### src/rtl/psg_mixer.sv
//==============================================================================
// Module   : psg_mixer
// Purpose  : Stereo mixer for the four PSG channels (square1, square2, wave,
//            noise). Once per sample period it snapshots the channels and the
//            sound-control registers, accumulates the enabled channels per side
//            over four cycles, applies side volume, PSG volume and master
//            enable, saturates, and offers the result on a valid/ready port.
// Revision : 1.0 - initial release
//------------------------------------------------------------------------------
// Ports:
//   system_clock        in   clock, rising edge
//   reset               in   asynchronous reset, active low
//   ch1..ch4_wave       in   24-bit signed channel outputs
//   SOUNDCNT_L          in   [2:0] R vol, [6:4] L vol, [11:8] R en, [15:12] L en
//   SOUNDCNT_H          in   [1:0] PSG volume (0=25%,1=50%,2=100%,3=25%)
//   SOUNDCNT_X          in   [7] master enable
//   left/right_sample   out  mixed signed samples, OUT_WIDTH bits
//   sample_valid        out  output buffer holds an unconsumed sample
//   sample_ready        in   consumer accepts when valid && ready
//   overrun_count       out  dropped-sample count, saturates at 255
//   busy                out  mixer is working on a sample
//==============================================================================
`default_nettype none

module psg_mixer #(
  parameter int SAMPLE_DIV = 512,
  parameter int OUT_WIDTH  = 24
) (
  input  logic                 system_clock,
  input  logic                 reset,
  input  logic [23:0]          ch1_wave,
  input  logic [23:0]          ch2_wave,
  input  logic [23:0]          ch3_wave,
  input  logic [23:0]          ch4_wave,
  input  logic [15:0]          SOUNDCNT_L,
  input  logic [15:0]          SOUNDCNT_H,
  input  logic [7:0]           SOUNDCNT_X,
  output logic [OUT_WIDTH-1:0] left_sample,
  output logic [OUT_WIDTH-1:0] right_sample,
  output logic                 sample_valid,
  input  logic                 sample_ready,
  output logic [7:0]           overrun_count,
  output logic                 busy
);

  localparam int c_CNT_W = (SAMPLE_DIV > 1) ? $clog2(SAMPLE_DIV) : 1;
  localparam logic [c_CNT_W-1:0] c_TICK_LAST = c_CNT_W'(SAMPLE_DIV - 1);

  // Saturation bounds expressed in the 30-bit scaling domain
  localparam logic signed [29:0] c_SAT_MAX = 30'((64'sd1 <<< (OUT_WIDTH - 1)) - 64'sd1);
  localparam logic signed [29:0] c_SAT_MIN = 30'(-(64'sd1 <<< (OUT_WIDTH - 1)));

  typedef enum logic [2:0] {
    S_IDLE  = 3'd0,
    S_ACC0  = 3'd1,
    S_ACC1  = 3'd2,
    S_ACC2  = 3'd3,
    S_ACC3  = 3'd4,
    S_SCALE = 3'd5
  } state_t;

  state_t              r_state;
  logic [c_CNT_W-1:0]  r_tick_cnt;
  logic                w_tick;

  // Snapshot of everything that affects the sample in flight
  logic [23:0]         r_snap_ch1, r_snap_ch2, r_snap_ch3, r_snap_ch4;
  logic [2:0]          r_snap_rvol, r_snap_lvol;
  logic [3:0]          r_snap_ren, r_snap_len;
  logic [1:0]          r_snap_psg;
  logic                r_snap_master;

  logic signed [26:0]  r_acc_l, r_acc_r;

  logic [23:0]         w_sel_ch;
  logic                w_en_l, w_en_r;
  logic signed [26:0]  w_sel_ext;
  logic                w_accept;
  logic [OUT_WIDTH-1:0] w_left_res, w_right_res;

  // Control bits this block does not use
  logic w_unused;
  assign w_unused = ^{SOUNDCNT_H[15:2], SOUNDCNT_X[6:0], SOUNDCNT_L[7], SOUNDCNT_L[3]};

  assign w_tick   = (r_tick_cnt == c_TICK_LAST);
  assign w_accept = sample_valid && sample_ready;

  //--------------------------------------------------------------------------
  // Free-running sample-period counter and input snapshot
  //--------------------------------------------------------------------------
  always_ff @(posedge system_clock or negedge reset) begin
    if (!reset) begin
      r_tick_cnt    <= '0;
      r_snap_ch1    <= '0;
      r_snap_ch2    <= '0;
      r_snap_ch3    <= '0;
      r_snap_ch4    <= '0;
      r_snap_rvol   <= '0;
      r_snap_lvol   <= '0;
      r_snap_ren    <= '0;
      r_snap_len    <= '0;
      r_snap_psg    <= '0;
      r_snap_master <= 1'b0;
    end else begin
      r_tick_cnt <= w_tick ? '0 : r_tick_cnt + c_CNT_W'(1);
      // A tick always lands in IDLE because the period is at least 8 cycles,
      // so overwriting the snapshot here never disturbs a mix in progress.
      if (w_tick) begin
        r_snap_ch1    <= ch1_wave;
        r_snap_ch2    <= ch2_wave;
        r_snap_ch3    <= ch3_wave;
        r_snap_ch4    <= ch4_wave;
        r_snap_rvol   <= SOUNDCNT_L[2:0];
        r_snap_lvol   <= SOUNDCNT_L[6:4];
        r_snap_ren    <= SOUNDCNT_L[11:8];
        r_snap_len    <= SOUNDCNT_L[15:12];
        r_snap_psg    <= SOUNDCNT_H[1:0];
        r_snap_master <= SOUNDCNT_X[7];
      end
    end
  end

  //--------------------------------------------------------------------------
  // Channel select for the accumulate states
  //--------------------------------------------------------------------------
  always_comb begin
    w_sel_ch = r_snap_ch1;
    w_en_l   = 1'b0;
    w_en_r   = 1'b0;
    case (r_state)
      S_ACC0: begin w_sel_ch = r_snap_ch1; w_en_l = r_snap_len[0]; w_en_r = r_snap_ren[0]; end
      S_ACC1: begin w_sel_ch = r_snap_ch2; w_en_l = r_snap_len[1]; w_en_r = r_snap_ren[1]; end
      S_ACC2: begin w_sel_ch = r_snap_ch3; w_en_l = r_snap_len[2]; w_en_r = r_snap_ren[2]; end
      S_ACC3: begin w_sel_ch = r_snap_ch4; w_en_l = r_snap_len[3]; w_en_r = r_snap_ren[3]; end
      default: ;
    endcase
  end

  assign w_sel_ext = {{3{w_sel_ch[23]}}, w_sel_ch};

  //--------------------------------------------------------------------------
  // Volume scaling and saturation for one side
  //--------------------------------------------------------------------------
  function automatic logic [OUT_WIDTH-1:0] f_scale(
    input logic signed [26:0] acc,
    input logic        [2:0]  vol,
    input logic        [1:0]  psg,
    input logic               master
  );
    logic signed [29:0] m;
    logic        [3:0]  vol1;
    vol1 = {1'b0, vol} + 4'd1;
    m    = {{3{acc[26]}}, acc};
    // 4 channels x 2^23 x 8 stays below 2^29, so 30 bits cannot overflow
    m    = m * $signed({26'd0, vol1});
    m    = m >>> 3;
    case (psg)
      2'd2:    m = m;
      2'd1:    m = m >>> 1;
      default: m = m >>> 2;
    endcase
    if (m > c_SAT_MAX)      m = c_SAT_MAX;
    else if (m < c_SAT_MIN) m = c_SAT_MIN;
    if (!master) m = '0;
    return m[OUT_WIDTH-1:0];
  endfunction

  assign w_left_res  = f_scale(r_acc_l, r_snap_lvol, r_snap_psg, r_snap_master);
  assign w_right_res = f_scale(r_acc_r, r_snap_rvol, r_snap_psg, r_snap_master);

  //--------------------------------------------------------------------------
  // Mixing FSM with registered outputs and output buffer
  //--------------------------------------------------------------------------
  always_ff @(posedge system_clock or negedge reset) begin
    if (!reset) begin
      r_state       <= S_IDLE;
      r_acc_l       <= '0;
      r_acc_r       <= '0;
      busy          <= 1'b0;
      left_sample   <= '0;
      right_sample  <= '0;
      sample_valid  <= 1'b0;
      overrun_count <= '0;
    end else begin
      case (r_state)
        S_IDLE: begin
          if (w_tick) begin
            r_state <= S_ACC0;
            r_acc_l <= '0;
            r_acc_r <= '0;
            busy    <= 1'b1;
          end
        end
        S_ACC0, S_ACC1, S_ACC2, S_ACC3: begin
          if (w_en_l) r_acc_l <= r_acc_l + w_sel_ext;
          if (w_en_r) r_acc_r <= r_acc_r + w_sel_ext;
          case (r_state)
            S_ACC0:  r_state <= S_ACC1;
            S_ACC1:  r_state <= S_ACC2;
            S_ACC2:  r_state <= S_ACC3;
            default: r_state <= S_SCALE;
          endcase
        end
        S_SCALE: begin
          r_state <= S_IDLE;
          busy    <= 1'b0;
        end
        default: begin
          r_state <= S_IDLE;
          busy    <= 1'b0;
        end
      endcase

      // Buffer: a fresh result may replace a sample being consumed this
      // cycle; otherwise the held sample wins and the new one is dropped.
      if (r_state == S_SCALE) begin
        if (!sample_valid || w_accept) begin
          left_sample  <= w_left_res;
          right_sample <= w_right_res;
          sample_valid <= 1'b1;
        end else if (overrun_count != 8'hFF) begin
          overrun_count <= overrun_count + 8'd1;
        end
      end else if (w_accept) begin
        sample_valid <= 1'b0;
      end
    end
  end

endmodule

`default_nettype wire

### config.mk
export PLATFORM = sky130hd
export DESIGN_NAME = psg_mixer
export DESIGN_NICKNAME = d
export VERILOG_FILES = /design/src/rtl/psg_mixer.sv
export SDC_FILE = /design/constraint.sdc
export NUM_CORES = 1
export LEC_CHECK = 0
export ABC_AREA = 1
export BUFFER_PORTS_ARGS = -buffer_cell sky130_fd_sc_hd__buf_4
export CORE_AREA = 2 2 231 233
export DETAILED_ROUTE_END_ITERATION = 6
export DIE_AREA = 0 0 233 235
export GPL_TIMING_DRIVEN = 1
export PLACE_DENSITY_LB_ADDON = 0.3
export REMOVE_ABC_BUFFERS = 1
export SLEW_MARGIN = 20
export SYNTH_ARGS = -nofsm -noshare
export SYNTH_HDL_FRONTEND = slang
export SYNTH_SLANG_ARGS = --single-unit
### constraint.sdc
create_clock -name system_clock -period 4.15 [get_ports system_clock]
set_input_delay 0.83 -clock system_clock [delete_from_list [all_inputs] [get_ports system_clock]]
set_output_delay 0.83 -clock system_clock [all_outputs]
set_load 0.01 [all_outputs]
# After elaboration in Yosys (flattened, before gate mapping)
# Index checks and enable logic that the tools add are counted.
dict set report word_totals {
  regBits 237
  output_inout_bits 58
  elab_cells 84
}
dict set report op_classes {
  addsub 6
  n_mul 2
  magnitude_cmp 4
  n_eq_ne 13
  n_mux 25
  bitwise_logic 2
  n_reduce_logical 13
}
# operator n
set op_table {}
lappend op_table {{24-bit 2-to-1 mux} 6}
lappend op_table {{27-bit one-hot mux with 2 select lines} 2}
lappend op_table {{26-bit one-hot mux with 2 select lines} 2}
lappend op_table {{27-bit 2-to-1 mux} 3}
lappend op_table {{24-bit one-hot mux with 3 select lines} 1}
lappend op_table {{27-bit by 5-bit multiplier with 30-bit output} 2}
lappend op_table {{27-bit by 24-bit adder with 27-bit output} 2}
lappend op_table {{27-bit by 24-bit greater-than comparator with 1-bit output, second input constant} 2}
lappend op_table {{27-bit by 24-bit less-than comparator with 1-bit output, second input constant} 2}
lappend op_table {{9-bit by 1-bit adder with 9-bit output, second input constant} 1}
lappend op_table {{9-bit == test, second input constant} 1}
lappend op_table {{9-bit 2-to-1 mux} 1}
lappend op_table {{3-bit one-hot mux with 3 select lines} 1}
lappend op_table {{3-bit AND reduction} 3}
lappend op_table {{3-bit by 1-bit adder with 4-bit output, second input constant} 2}
lappend op_table {{8-bit by 1-bit adder with 8-bit output, second input constant} 1}
lappend op_table {{8-bit inequality test, second input constant} 1}
lappend op_table {{1-bit one-hot mux with 4 select lines} 2}
lappend op_table {{3-bit by 2-bit == test with 1-bit output, second input constant} 2}
lappend op_table {{3-bit == test, second input constant} 2}
lappend op_table {{2-bit inequality test, second input constant} 3}
lappend op_table {{3-bit one-hot mux with 2 select lines} 1}
lappend op_table {{2-bit AND reduction} 3}
lappend op_table {{1-bit 2-to-1 mux} 4}
lappend op_table {{13 further kinds} 15}

# Depth between registers and ports, before layout
# Gate-level depths: netlist (run 1).
dict set report depth {
  word_depth 7
  depth_mapped 30
}

# Worst setup path after synthesis (run 1)
# OpenSTA, ideal clock, no wires.
dict set report synth_timing {
  path_kind {register to register}
  startpoint {register r_snap_rvol[1]}
  endpoint {register right_sample[13]}
  arrival_ns 4.360
  slack_ns -0.327
  path_stages_with_launch 26
  path_buffers 1
  period_less_slack_ns 4.477
  cell_sequence {dfrtp_1 > ha_1 > inv_1 > nand2_1 > nand2_1 > clkbuf_1 > nor2_1 > ha_1 > fa_1 > inv_1 > fa_1 > inv_1 > ha_1 > nand2_1 > inv_1 > a21oi_1 > nand2_1 > a21oi_1 > o21ai_0 > or2_2 > nand2_1 > nor2_1 > nor2_1 > nand2_1 > nand3_1 > nand2_1}
}
dict set report synth_between {
  elab_chain_len 7
  elab_cells_between_ends 8
  classes_between {add/sub: 1; mul: 1; order compare: 2; mux: 4}
}
# element line_no
set synth_lines {}
lappend synth_lines {{start: declaration} 68} ;# logic [2:0] r_snap_rvol, r_snap_lvol;
lappend synth_lines {{start signal: assignment} 113} ;# r_snap_rvol <= SOUNDCNT_L[2:0];
lappend synth_lines {{3-bit by 1-bit adder with 4-bit output *} 152} ;# vol1 = {1'b0, vol} + 4'd1;
lappend synth_lines {{27-bit by 5-bit multiplier with 30-bit output *} 155} ;# m = m * $signed({26'd0, vol1});
lappend synth_lines {{26-bit one-hot mux with 2 select lines} 157} ;# case (psg)
lappend synth_lines {{27-bit by 24-bit less-than comparator with 1-bit output} 163} ;# else if (m < c_SAT_MIN) m = c_SAT_MIN;
lappend synth_lines {{24-bit 2-to-1 mux} 163}
lappend synth_lines {{24-bit 2-to-1 mux *} 162} ;# if (m > c_SAT_MAX) m = c_SAT_MAX;
lappend synth_lines {{24-bit 2-to-1 mux *} 164} ;# if (!master) m = '0;
lappend synth_lines {{end signal: assignment} 219} ;# right_sample <= w_right_res;
lappend synth_lines {{end: declaration} 39} ;# output logic [OUT_WIDTH-1:0] right_sample,
# Mark *: on every way between the ends. The rest lies on a longest branch, timed or not.
# A chain may end at the register's enable or synchronous reset.

# Worst setup path in the final report (run 1)
dict set report layout_timing {
  startpoint {register r_snap_rvol[0]}
  endpoint {register right_sample[14]}
}
# Same word-level chain as after synthesis.

==> out/metrics.yaml, run 1 <==
status: "finished, violations left"
violations: "negative setup slack"
die-area_sq_um: 54800
via_per_inst: 4.89
cts.clk_slew.worst_paths_ns: 0.06
clock-root-buffer: "clkbuf_16"
clk-insertion-delay-late_ns: 0.57
finalCritPeriodShare: 1.08
dpl_cell_area_sq_um: 26100
clock_skew_ns: 0.0143
drive_gt1_frac: 0.274
synth-seq-area-share: 0.267
rows: 84
power.leakage_nw: 16.8
hold_violations: 0
synth_adder_area_share: 0.191
wl_per_cell_um: 14.6
yosys.area_share.simple: 0.289
grt_pass1_vias: 20326
cp-start-kind: "flop"
layout_common_cells: "nand2_1, inv_1, buf_4, dfrtp_1, nor2_1"
syn_to_final_growth_pct: 34.8
maxSlewHeadroom: 0.515
port_buffers: 173
synth_compound_area_frac: 0.112
rr_worst_depth: 26
endpoint_kind: "flop"
rsz0062_at_grt: "true"
ys_warn_count: 0
required_ns: 4.65
cp_max_fo: 6
final_area_sq_um: 30000
setup-tns-final_ns: -10.78
h-tree-depth: 1
vias: 21438
diodes: 0
max_slew.worst_pin.slew_ns: 0.727
die_width_um: 233
gp_congestion: 0.903
grt_start_max_net_pins: 183
hold_buffers: 0
synth_top_family_by_area: "simple AND/OR/NAND/NOR gates"
critPathKind: "reg2reg"
min_path_type: "in2async"
synthMuxAreaShare: 0
setup_slack_ns: -0.330
synth_area_leaders: "dfrtp_1, nand2_1, inv_1, fa_1, ha_1"
rr_endpoint: "right_sample[14]"
max_freq_mhz: 223
cts_sinks: 237
die_h_um: 235
setup_viol: 46
cts_tree: "yes"
ff2ff_setup_slack_ns: -0.33
syn_area_sq_um: 22200
synth_xor_area_frac: 0.0201
ir_drop_mv: 0.253
drc: 0
grt_pass1_wl_mm: 99.7
routed_wl_mm: 64.2
first_pass_iters: 5
start_util: 0.425
grt_usage: 0.220
period_needed_ns: 4.48
ys_seq_elements: 237
gr-total-overflow: 0
coreArea_sq_um: 52200
r2r-start: "r_snap_rvol[0]"
cts.path.max_buffers: 3
dp_hpwl_mm: 47.3
ant_nets: 0
pin_count: 197
powerDensity_nw_per_um2: 165
numCtsBuffers: 28
yosysUniqueCellTypes: 46
synth_top_area_cell: "dfrtp_1"
final-max-slew-violation-count: 0
drtIter0Drc: 1181
antenna_found_initial: 0
fillers: 4682
drv_cap: 0
worstPathArrival_ns: 4.98
mostFrequentLayoutCell: "nand2_1"
nets: 4090
avgSynthCellArea_sq_um: 6.83
synthCells: 3255
netlist.area_leader.share: 0.267
-- power by group --
part | total [mW] | switching (mW) | internal (mW)
combinational | 0.136 | 0.0633 | 0.0726
sequential | 2.31 | 0.000244 | 2.31
clock | 2.50 | 0.983 | 1.52
total | 4.95 | 1.05 | 3.90
-- area by class of cell --
cell class	instances	area [sq um]	area share
inverter	600	2270	0.0759
sequential	237	5930	0.198
clock inverter	8	123	0.00409
timing repair buffer	482	4090	0.136
tap	688	861	0.0287
multi-input combinational	2327	15900	0.530
clock buffer	43	808	0.0270
-- what timing repair did --
item / CTS / global route
buffers inserted: 5 / 32
pin swaps: 24 / 190
gates cloned: 3 / 16
endpoints found under the setup margin: 48 / 48
resized for setup: 121 / 413
-- cells in the mapped netlist, drive strengths merged --
cell type  instances
a211oi             1
a21boi             3
a21o               9
a21oi            157
a221oi            12
a22o               1
a31oi              3
and2               2
buf               24
clkbuf            69
clkinv             3
dfrtp            237
fa               106
ha               169
inv              597
nand2           1016
nand3            194
nand3b             7
nand4             21
nor2             274
nor3              25
nor4               6
o211ai             7
o21a               2
o21ai            173
o21bai             9
o221ai             2
o22ai             60
o31ai              4
or2               11
xnor2             16
xor2              35
-- worst max-delay path by stage --
stage	startpoint	endpoint	slack, ns
floorplan	r_tick_cnt[0]	r_acc_r[8]	-2.27
global placement	r_snap_rvol[0]	right_sample[21]	-0.41
detailed placement	r_snap_rvol[0]	right_sample[3]	-0.45
CTS	r_snap_rvol[0]	right_sample[3]	-0.34
global route	r_snap_rvol[0]	right_sample[14]	-0.54
finish	r_snap_rvol[0]	right_sample[14]	-0.33
-- flip-flops by register name, summed over array words and instances (netlist names), 8 cells and up --
register and cells:
r_snap_ch1 24, r_tick_cnt 9, r_snap_ch2 24, r_acc_l 27, left_sample 24, right_sample 24, r_snap_ch4 24, overrun_count 8
r_snap_ch3 24, r_acc_r 27
-- worst max-delay path, stage by stage, from the launching register on --
cell	delay (ns)
dfrtp_1	0.39
ha_2	0.20
inv_2	0.06
nand2_2	0.07
nand2_4	0.14
clkbuf_16	0.17
nor2_1	0.04
ha_1	0.30
fa_1	0.50
inv_1	0.06
fa_1	0.52
inv_2	0.05
ha_4	0.25
a21oi_4	0.14
nor2_1	0.05
nor2_1	0.16
nand3_2	0.13
nand2_2	0.10
nand2_1	0.07
nand2_2	0.09
nand3_2	0.08
nand3_2	0.09
nand3_2	0.09
o21bai_4	0.26
clkbuf_16	0.21
nand3_1	0.09
nand2_1	0.09
-- metrics by stage --
stage                     instances  hold slack [ns]  setup slack [ns]  total power [mW]  utilization
final                          4385            0.142            -0.330              4.95        0.574
after detailed placement       4280            0.457            -0.453              2.49        0.499
after global placement         4280            0.452            -0.412              2.49        0.499
after global routing           4385            0.157            -0.541              5.11        0.574
after CTS                      4339            0.145            -0.337              5.01        0.533
after floorplan                3162            0.433             -2.27              2.36            -
-- logic make-up (layout without fill, tap and decap cells) --
| logic type | after synthesis | after routing |
|---|---|---|
| AO/OA/AOI/OAI | 443 | 443 |
| XOR/XNOR | 51 | 51 |
| buffers and inverters | 693 | 1133 |
| adder cells (fa/ha/maj) | 275 | 275 |
| AND/OR/NAND/NOR | 1556 | 1558 |
| flip-flops | 237 | 237 |
-- routing by layer --
metal  wire, um  global-route usage  vias to the layer above  share of wire
met4       2180              0.0687                        0          0.034
met5          0                   0                        -              0
met2      29100               0.346                      462           0.45
met1      30200               0.317                     9848           0.47
met3       2800              0.0223                       94          0.044
li1           -                   -                    11034              -
(Power assumes the default switching activity.)
==> run 2: changes to the inputs <==
--- a/config.mk
+++ b/config.mk
@@ -11,7 +11,7 @@
 export DETAILED_ROUTE_END_ITERATION = 6
 export DIE_AREA = 0 0 233 235
 export GPL_TIMING_DRIVEN = 1
-export PLACE_DENSITY_LB_ADDON = 0.3
+export PLACE_DENSITY = 0.6
 export REMOVE_ABC_BUFFERS = 1
 export SLEW_MARGIN = 20
 export SYNTH_ARGS = -nofsm -noshare
==> out/metrics.yaml, run 2 (synthesized netlist as in run 1, its figures left out) <==
final_area_sq_um: 30300  # +1.1%
grt_usage: 0.235  # +0.0155
period_needed_ns: 4.45  # -0.0303 ns
max_freq_mhz: 225  # +0.68%
timing.critical_path.from: "r_snap_rvol[0]"
die-area_sq_um: 54800  # unchanged
cts_tree: "yes"
syn_to_final_growth_pct: 36.4
rsz0062_at_grt: "true"
status: "finished, violations left"
hold_ws_ns: 0.183  # +0.0414 ns
h-tree-depth: 1  # unchanged
port_buffers: 173  # unchanged
gp_congestion: 0.882  # -2.3%
drv_cap: 0  # unchanged
cp-start-kind: "flop"
setup_slack_ns: -0.299  # +0.0303 ns
cp_common_cell: "nand2_1"
rr_endpoint: "right_sample[9]"
slowest_stage: "fa_2"
critPathKind: "reg2reg"
coreArea_sq_um: 52200  # unchanged
nets: 4117  # +0.66%
powerDensity_nw_per_um2: 163  # -1.1%
grt_pass1_wl_mm: 106  # +6.1%
power.leakage_nw: 16.9  # +0.60%
start_util: 0.425  # unchanged
mostFrequentLayoutCell: "nand2_1"
clk-insertion-delay-late_ns: 0.58  # about the same
cts_sinks: 237  # unchanged
internal_power_mw: 3.89  # -0.21%
drive_gt1_frac: 0.287  # +0.0129
wl_per_cell_um: 15.4  # +5.1%
grt_pass1_vias: 21126  # +3.9%
diodes: 0  # unchanged
die_h_um: 235  # unchanged
ir_drop_mv: 0.378  # +50%
cts.clk_slew.worst_paths_ns: 0.06  # about the same
gr-total-overflow: 0  # unchanged
dp_hpwl_mm: 51.1  # +7.8%
via_per_inst: 4.93  # +0.81%
violations: "negative setup slack"
p_sw_mw: 1.06  # +1.2%
hold_buffers: 0  # unchanged
fin_util: 0.580  # +0.00659
rows: 84  # unchanged
setup_viol: 47  # +2.2%
ant_nets: 0  # unchanged
die_width_um: 233  # unchanged
routed_wl_mm: 67.9  # +5.7%
finalCritPeriodShare: 1.07  # -0.00729
endpoint_kind: "flop"
cp-endpoint: "right_sample[9]"
drtIter0Drc: 1102  # -6.7%
r2r-start: "r_snap_rvol[0]"
drc: 0  # unchanged
p_clk_frac: 0.505  # about the same
vias: 21735  # +1.4%
max_slew.worst_pin.slew_ns: 0.840  # +0.112 ns
report.power.total_mw: 4.95  # about the same
swShare: 0.214  # +0.00235
clock-root-buffer: "clkbuf_16"
final-max-slew-violation-count: 0  # unchanged
dpl_cell_area_sq_um: 26200  # +0.41%
reg_top3: "r_acc_l (27), r_acc_r (27)"
clock_skew_ns: 0.0132  # -0.00113 ns
setup-tns-final_ns: -11.25  # -0.471 ns
grt_start_max_net_pins: 183  # unchanged
required_ns: 4.66  # about the same
p_seq_frac: 0.467  # about the same
instances_no_fill: 4410  # +0.57%
min_path_type: "in2async"
pin_count: 197  # unchanged
ff2ff_setup_slack_ns: -0.30  # +0.03 ns
cts.path.max_buffers: 3  # unchanged
worstPathArrival_ns: 4.96  # -0.02 ns
first_pass_iters: 6  # +1
layout_common_cells: "nand2_1, inv_1, buf_4, dfrtp_1, nor2_1"
crit_path_max_incr_delay_ns: 0.55  # +0.03 ns
rr_worst_depth: 31  # +19%
antenna_found_initial: 0  # unchanged
dp.cells: 4296  # +0.37%
cp_max_fo: 5  # -1
hold_violations: 0  # unchanged
numCtsBuffers: 28  # unchanged
dpl_worst_slack_ns: -0.486  # -0.0329 ns
maxSlewHeadroom: 0.440  # -0.0749
p_comb_frac: 0.028  # about the same
[run 2: changes by cell type in the layout (fill, tap and decap cells not counted), sizes merged]
cell      change
buf          +32
clkbuf        -8
clkinv        +2
clkinvlp      -2
inv           +1
[run 2: final cells by class]
| class | instances | area (sq um) |
|---|---|---|
| sequential | 237 | 5930 |
| clock buffer | 40 | 797 |
| inverter | 600 | 2260 |
| tap | 688 | 861 |
| timing repair buffer | 509 | 4270 |
| clock inverter | 9 | 126 |
| multi-input combinational | 2327 | 16100 |
| fill | 4849 | 21900 |
[run 2: metal layers]
layer	up-vias	global-route usage	wire length, um
li1	11075	-	-
met1	10095	0.338	31800
met2	479	0.370	31000
met3	86	0.0205	2660
met4	0	0.0820	2400
met5	-	0	0
[run 2: worst max-delay path: cells and delay by family, from the launching register on]
| family | cells | cell delay [ns] |
|---|---|---|
| and+or+nand+nor | 20 | 1.62 |
| buffers and inverters | 6 | 0.57 |
| adders and majority gates | 5 | 1.75 |
| DFF | 1 | 0.41 |
[run 2: how the worst min path moves through the flow]
stage	endpoint	depth (start not counted)	startpoint	slack [ns]
6_report	r_snap_ch2[21]	1	reset	0.18
5_1_grt	r_snap_ch2[21]	1	reset	0.22
4_1_cts	r_snap_ch2[21]	1	reset	0.20
3_5_place_dp	r_tick_cnt[0]	1	r_tick_cnt[0]	0.45
3_3_place_gp	r_tick_cnt[0]	1	r_tick_cnt[0]	0.44
2_1_floorplan	r_tick_cnt[0]	1	r_tick_cnt[0]	0.43
[run 2: power by group through the flow]
stage | sequential [mW] | combinational (mW) | clock, mW
floorplan | 2.35 | 0.000449 | 0
global placement | 2.35 | 0.141 | 0
detailed placement | 2.35 | 0.142 | 0
CTS | 2.31 | 0.142 | 2.57
global route | 2.31 | 0.154 | 2.66
finish | 2.31 | 0.138 | 2.50
[run 2: repair_timing]
item,CTS,global route
gates cloned,6,8
setup buffers,20,35
resized for setup,172,403
endpoints found under the setup margin,48,49
pin swaps,32,246
==> run 3: changes to the inputs <==
==> constraint.sdc (replaced) <==
create_clock -name system_clock -period 3.6 [get_ports system_clock]
set_input_delay 0.72 -clock system_clock [delete_from_list [all_inputs] [get_ports system_clock]]
set_output_delay 0.72 -clock system_clock [all_outputs]
set_load 0.01 [all_outputs]
==> out/metrics.yaml, run 3 (synthesized netlist as in run 1, its figures left out) <==
numCtsBuffers: 29  # +3.6%
h-tree-depth: 1  # unchanged
cts_sinks: 237  # unchanged
critPathKind: "reg2reg"
ant_nets: 0  # unchanged
dp.cells: 4391  # +2.2%
required_ns: 4.07  # -0.59 ns
rows: 84  # unchanged
worstPathArrival_ns: 5.06  # +0.10 ns
gr-total-overflow: 0  # unchanged
setup_slack_ns: -0.998  # -0.698 ns
clock-root-buffer: "clkbuf_16"
hold_violations: 0  # unchanged
grt_usage: 0.242  # +0.00715
cp_max_fo: 6  # +1
via_per_inst: 4.89  # -0.70%
maxSlewHeadroom: 0.504  # +0.0642
period_needed_ns: 4.60  # +0.148 ns
clock_skew_ns: 0.0244  # +0.0112 ns
port_buffers: 173  # unchanged
layout_common_cells: "nand2_1, buf_4, inv_1, dfrtp_1, nor2_1"
nets: 4207  # +2.2%
die_h_um: 235  # unchanged
violations: "negative setup slack"
final-max-slew-violation-count: 0  # unchanged
slowest_stage: "fa_1"
swShare: 0.220  # +0.00662
cts_tree: "yes"
p_clk_frac: 0.513  # +0.008
max_freq_mhz: 217  # -3.2%
hold_buffers: 0  # unchanged
antenna_found_initial: 0  # unchanged
drv_cap: 0  # unchanged
internal_power_mw: 4.53  # +16%
gp_congestion: 0.896  # +1.6%
cp-start-kind: "flop"
max_slew.worst_pin.slew_ns: 0.744  # -0.0963 ns
rsz0062_at_grt: "true"
p_sw_mw: 1.28  # +21%
grt_start_max_net_pins: 183  # unchanged
status: "finished, violations left"
finalCritPeriodShare: 1.28  # +0.205
pin_count: 197  # unchanged
die-area_sq_um: 54800  # unchanged
grt_pass1_wl_mm: 109  # +2.7%
drc: 0  # unchanged
mostFrequentLayoutCell: "nand2_1"
min_path_type: "in2async"
p_seq_frac: 0.459  # -0.008
instances_no_fill: 4500  # +2.0%
p_comb_frac: 0.027  # about the same
grt_pass1_vias: 21546  # +2.0%
clk-insertion-delay-late_ns: 0.58  # about the same
powerDensity_nw_per_um2: 190  # +16%
coreArea_sq_um: 52200  # unchanged
endpoint_kind: "flop"
crit_path_max_incr_delay_ns: 0.51  # -0.04 ns
cts.clk_slew.worst_paths_ns: 0.06  # about the same
reg_top3: "r_acc_l (27), r_acc_r (27)"
first_pass_iters: 6  # unchanged
diodes: 0  # unchanged
setup_viol: 48  # +2.1%
dp_hpwl_mm: 52.3  # +2.4%
drive_gt1_frac: 0.278  # -0.00834
routed_wl_mm: 68.6  # +1.1%
syn_to_final_growth_pct: 37.6
cts.path.max_buffers: 3  # unchanged
report.power.total_mw: 5.81  # +17%
ir_drop_mv: 0.367  # -2.9%
die_width_um: 233  # unchanged
power.leakage_nw: 17.2  # +1.3%
drtIter0Drc: 999  # -9.3%
start_util: 0.425  # unchanged
vias: 22023  # +1.3%
wl_per_cell_um: 15.2  # -0.95%
-- run 3: cell count changes in the layout (fill, tap and decap cells not counted), moves of 17 or more --
cell / previous run / this run
buf_4: 470 / 553
nand2_1: 829 / 871
nand2_4: 54 / 28
nand3_1: 136 / 155
nand3_2: 48 / 31
nor2_1: 201 / 223
nor2_4: 37 / 17
-- run 3: area by class of cell --
class	instances	area (sq um)
Clock buffer	36	792
Clock inverter	14	183
Fill cell	4819	21700
Inverter	600	2260
Multi-Input combinational cell	2328	15500
Sequential cell	237	5930
Tap cell	688	861
Timing Repair Buffer	597	5040
-- run 3: metrics by stage --
step	utilization	area (sq um)	worst slack (ns)	hold slack, ns	TNS (ns)
final	0.585	30600	-0.998	0.141	-43.62
after detailed placement	0.515	26900	-1.18	0.459	-48.80
after CTS	0.564	29500	-0.889	0.144	-37.36
after global placement	0.515	26900	-1.06	0.452	-44.69
after floorplan	-	21800	-2.82	0.424	-340.11
after global routing	0.585	30600	-1.21	0.190	-54.32
-- run 3: power groups by stage --
stage               combinational, mW  sequential, mW  clock (mW)
global route                    0.179            2.66        3.16
global placement                0.163            2.71           0
finish                          0.159            2.67        2.98
floorplan                    0.000516            2.71           0
detailed placement              0.164            2.71           0
CTS                             0.164            2.67        3.05
-- run 3: per-layer routing --
layer | wire length [um] | track usage | up-vias | part of all wire
met1 | 32700 | 0.348 | 10210 | 0.48
met3 | 2740 | 0.0211 | 89 | 0.040
li1 | - | - | 11258 | -
met2 | 30700 | 0.385 | 466 | 0.45
met4 | 2410 | 0.0760 | 0 | 0.035
met5 | 0 | 0 | - | 0
-- run 3: final timing paths --
kind | from | end | slack (ns) | depth (start not counted)
worst max-delay path | r_snap_rvol[0] | right_sample[11] | -1.0 | 28
worst max register to register | r_snap_rvol[0] | right_sample[11] | -1.0 | 28
worst min register to register | r_snap_ch4[2] | r_snap_ch4[2] | 0.47 | 2
max in group asynchronous | reset | left_sample[20] | 2.55 | 2
min in group system_clock | ch1_wave[11] | r_snap_ch1[11] | 0.35 | 3
worst min-delay path | reset | r_snap_ch2[21] | 0.14 | 1
-- run 3: repair_timing --
item / 4_1_cts / 5_1_grt
cloned: 8 / 11
setup buffers: 33 / 7
endpoints found under the setup margin: 48 / 72
pin swaps: 45 / 91
resized for setup: 203 / 224
endpoints found under the hold margin: 0 / 0
-- run 3: critical path: cells and delay by family (launching register included) --
family	cells	cell delay, ns
adder cells (fa/ha/maj)	5	1.83
AND/OR/NAND/NOR	14	1.28
AO/OA/AOI/OAI	1	0.12
flip-flops	1	0.39
buffers and inverters	8	0.84
